`config.mk`:
```
export PLATFORM = sky130hd
export DESIGN_NAME = mem_arbiter
export DESIGN_NICKNAME = d
export VERILOG_FILES = /design/src/rtl/mem_arbiter.sv
export SDC_FILE = /design/constraint.sdc
export NUM_CORES = 1
export LEC_CHECK = 0
export ABC_AREA = 1
export CELL_PAD_IN_SITES_DETAIL_PLACEMENT = 0
export CELL_PAD_IN_SITES_GLOBAL_PLACEMENT = 1
export CORE_MARGIN = 8
export CORE_UTILIZATION = 23
export DETAILED_ROUTE_END_ITERATION = 6
export HOLD_SLACK_MARGIN = 0.05
export PLACE_DENSITY_LB_ADDON = 0.1
export SLEW_MARGIN = 25
export SYNTH_ARGS = -nofsm -noshare
export SYNTH_HDL_FRONTEND = slang
export SYNTH_SLANG_ARGS = --single-unit
```
`constraint.sdc`:
```
create_clock -name clk -period 3.4 [get_ports clk]
set_clock_uncertainty 0.2 [all_clocks]
set_input_delay 0.68 -clock clk [delete_from_list [all_inputs] [get_ports clk]]
set_output_delay 0.68 -clock clk [all_outputs]
set_load 0.05 [all_outputs]
```
`src/rtl/mem_arbiter.sv`:
```
// Arbitrates the single memory port between instruction fetch and data access, with data given priority.
// Grant counters are built only when MEM_ARB_STATS_EN is defined; otherwise they read as constant zero.
module mem_arbiter (
  input  logic        clk,
  input  logic        reset_n,
  input  logic        i_req,
  input  logic [15:0] i_addr,
  output logic        i_ready,
  output logic [15:0] i_data,
  input  logic        d_req,
  input  logic        d_we,
  input  logic [15:0] d_addr,
  input  logic [15:0] d_wdata,
  output logic        d_ready,
  output logic [15:0] d_rdata,
  output logic        mem_req,
  output logic        mem_we,
  output logic [15:0] mem_addr,
  output logic [15:0] mem_wdata,
  input  logic [15:0] mem_rdata,
  input  logic        mem_ready,
  output logic        stall_if,
  output logic        stall_mem,
  output logic [15:0] i_grant_cnt,
  output logic [15:0] d_grant_cnt
);

  typedef enum logic [1:0] {
    IDLE,
    I_BUSY,
    D_BUSY
  } state_t;

  state_t      state_q, state_d;
  logic        memWe_q, memWe_d;
  logic [15:0] memAddr_q, memAddr_d;
  logic [15:0] memWdata_q, memWdata_d;

  always_ff @(posedge clk or negedge reset_n) begin
    if (!reset_n) begin
      state_q    <= IDLE;
      memWe_q    <= 1'b0;
      memAddr_q  <= 16'h0000;
      memWdata_q <= 16'h0000;
    end else begin
      state_q    <= state_d;
      memWe_q    <= memWe_d;
      memAddr_q  <= memAddr_d;
      memWdata_q <= memWdata_d;
    end
  end

  // Requests are only sampled in IDLE, so a request still held after its ready cannot be issued twice.
  always_comb begin
    state_d    = state_q;
    memWe_d    = memWe_q;
    memAddr_d  = memAddr_q;
    memWdata_d = memWdata_q;
    case (state_q)
      IDLE: begin
        if (d_req) begin
          state_d    = D_BUSY;
          memWe_d    = d_we;
          memAddr_d  = d_addr;
          memWdata_d = d_wdata;
        end else if (i_req) begin
          state_d   = I_BUSY;
          memWe_d   = 1'b0;
          memAddr_d = i_addr;
        end
      end
      I_BUSY: if (mem_ready) state_d = IDLE;
      D_BUSY: if (mem_ready) state_d = IDLE;
      default: state_d = IDLE;
    endcase
  end

  assign mem_req   = (state_q == I_BUSY) || (state_q == D_BUSY);
  assign mem_we    = memWe_q;
  assign mem_addr  = memAddr_q;
  assign mem_wdata = memWdata_q;

  assign i_ready   = (state_q == I_BUSY) && mem_ready;
  assign d_ready   = (state_q == D_BUSY) && mem_ready;
  assign i_data    = mem_rdata;
  assign d_rdata   = mem_rdata;

  assign stall_if  = i_req && !i_ready;
  assign stall_mem = d_req && !d_ready;

`ifdef MEM_ARB_STATS_EN
  logic [15:0] iGrantCnt_q;
  logic [15:0] dGrantCnt_q;

  // Saturating completion counters, cleared only by reset.
  always_ff @(posedge clk or negedge reset_n) begin
    if (!reset_n) begin
      iGrantCnt_q <= 16'h0000;
      dGrantCnt_q <= 16'h0000;
    end else begin
      if (i_ready && (iGrantCnt_q != 16'hFFFF)) iGrantCnt_q <= iGrantCnt_q + 16'd1;
      if (d_ready && (dGrantCnt_q != 16'hFFFF)) dGrantCnt_q <= dGrantCnt_q + 16'd1;
    end
  end

  assign i_grant_cnt = iGrantCnt_q;
  assign d_grant_cnt = dGrantCnt_q;
`else
  assign i_grant_cnt = 16'h0000;
  assign d_grant_cnt = 16'h0000;
`endif

endmodule

```
==> run metrics <==
outcome complete, no violations; hold_buf cts 0; post_cts resized 0; unrepaired setup endpoints after global routing no; Synth area leader dfrtp_1; Sequential Power Share 0.245; synthesized area 2130 um^2; Slowest-stage cell, CP clkdlybuf4s50_1; CP required 2520 ps; Power Internal 1.44 mW; initial antenna violation count 0; Switching Power 1.48 mW; layout net count 415; part of the cycle the worst path needs 0.882; Cells after Synth roughly 280; die area 12600 um^2; Port Buf Inserts between 90 and 100; Slew headroom 0.425; CP most frequent cell clkdlybuf4s50_1; clock network fraction of total power 0.154; worst-margin pin slew 863 ps; WL/cell around 13 um; Synth Warn # 0; Hold Crit Class reg2reg; core area between 9000 and 10000 um^2; CP max stage delay 800 ps; Pwr per Cell Area about 1000 nW/um^2; CP Class in2out; DR vias 1689; dpl cells 446; final-layout fill cell count 1000; Crit path arrival time 2120 ps; pre-CTS setup slack 401 ps; overall track demand over capacity in global routing 0.0969; switch share 0.507; hold_sp mem_we$_DFFE_PN0P_; clock buffer count from CTS 5; maximum clock rate 333 MHz; Worst Setup End Kind output port; Initial Util 0.234; layout cell share with drive strength beyond 1 0.0496; largest net degree at the start of global routing 36; Final ANT Viol Nets 0; Die Ht 112 um; Reg clk slew, reported paths 80 ps; Post-Route WL 5.99 mm; first-pass GRT wire length between 9 and 10 mm; Detailed Place HPWL 4.41 mm; DR DRC count 0; worst-path maximum fanout 3; Startpoint Class input port; H-tree depth 2; Diodes inserted 0; Worst VDD drop 0.409 mV; global route total overflow 0; sequential-to-total area share from yosys stat 0.411; gpl congestion about 0.66; starting DRC count in detailed routing 40; Combinational Power Share 0.601; Root Buffer clkbuf_8; reg2reg start state_q[0]$_DFFE_PN0P_; syn_area_per_cell 7.56 um^2; drt via density 3.72; post-CTS setup repair buffer count 0; CTS tree built; MaxCap Viol Count 0; Synth area leaders dfrtp_1, nand2_1, buf_4; TNS Setup 0 ps; Leak about 1.5 nW; CTS sink cnt 35; vias in the first global route ~1900; final std cells w/o fill 454; Area Growth Syn to Fin 36.3%; share of the synthesized area in the top cell type 0.411; final setup margin roughly 400 ps; die width between 100 and 150 um; min cycle time layout 3000 ps; row count 35; DRT Pass-1 Iters 5; setup violators final 0; number of distinct library cells after synthesis 14; CP Cell Sequence clkdlybuf4s50_1, nand2_1, inv_1, clkdlybuf4s50_1; Seq cells post-synth 35; Final Max Slew Viols 0; Final Hold Vio Count 0; Max clock buf depth 2; Skew-Pair Late Insertion Delay between 200 and 300 ps; I/O pins 172; Critical path origin mem_ready
[flip-flops by register name (all words and copies together) (netlist names)]
name and flops:
state_q 2, mem_wdata 16, mem_addr 16, mem_we 1
[power groups by stage]
stage / Clock [mW] / Sequential [mW] / Combinational, mW
floorplan: 0 / 1.38 / 0.645
global placement: 0 / 0.720 / 1.79
detailed placement: 0 / 0.725 / 1.78
CTS: 0.472 / 0.719 / 1.79
global route: 0.486 / 0.743 / 1.87
finish: 0.449 / 0.716 / 1.75
[logic make-up (layout without fill, tap and decap cells)]
| family | count (synthesis) | count (layout) | synth area share |
|---|---|---|---|
| AOI/OAI and AO/OA | 1 | 1 | 0.00764 |
| adders and majority gates | 3 | 3 | 0.0176 |
| buffers and inverters | 80 | 110 | 0.272 |
| DFF | 35 | 35 | 0.411 |
| other | 1 | 32 | 0.00176 |
| and+or+nand+nor | 162 | 162 | 0.290 |
[Yosys cell counts]
cell and instances:
nand2_4 1, buf_2 2, conb_1 1, nand4_1 1, nand2_1 157, inv_1 6, inv_2 2, o21ai_4 1
inv_4 1, ha_1 3, buf_6 4, buf_4 65, nor2_1 3, dfrtp_1 35
[layout make-up]
cell class	instances	area, um^2	area share
tap	111	139	0.0478
sequential	35	876	0.302
clock buffer	6	72.6	0.0250
clock inverter	2	60.1	0.0207
multi-input combinational	198	792	0.273
timing repair buffer	93	928	0.320
inverter	9	36.3	0.0125
[layout by cell type, fill, tap and decap left out]
cell	n
buf_4	3
nand4_1	1
inv_2	2
buf_2	1
buf_12	1
conb_1	32
dfrtp_1	35
o21ai_4	1
nand2_1	157
ha_1	3
inv_1	6
nand2_4	1
inv_4	1
bufinv_16	2
clkbuf_1	1
clkbuf_8	5
nor2_1	3
clkdlybuf4s50_1	88
[critical path: cells and delay by family]
family	cells	cell delay [ps]
buffers and inverters	3	1370
and+or+nand+nor	1	70
[path summary, 6_finish.rpt]
check	to	depth (start not counted)	slack, ps
worst max-delay path	i_ready	4	400
worst min-delay path	mem_we$_DFFE_PN0P_	2	270
worst max register to register	mem_addr[1]$_DFFE_PN0P_	7	1590
worst min register to register	mem_we$_DFFE_PN0P_	2	270
max in group asynchronous	mem_addr[11]$_DFFE_PN0P_	1	2150
min in group asynchronous	mem_wdata[12]$_DFFE_PN0P_	1	300
[through the flow]
stage | utilization | cell area, um^2 | power [mW] | hold slack [ps]
floorplan | - | 2250 | 2.02 | 184
global placement | 0.304 | 2770 | 2.51 | 260
detailed placement | 0.304 | 2770 | 2.51 | 263
CTS | 0.319 | 2900 | 2.98 | 283
global route | 0.319 | 2900 | 3.10 | 295
finish | 0.319 | 2900 | 2.92 | 274
[per-layer routing]
layer  up-vias  routed length (um)  track usage
met4         0                  97       0.0414
met3        12                 513       0.0370
li1        864                   -            -
met1       743                2560        0.111
met5         -                   0            0
met2        70                2820        0.158
(Power assumes the default switching activity.)
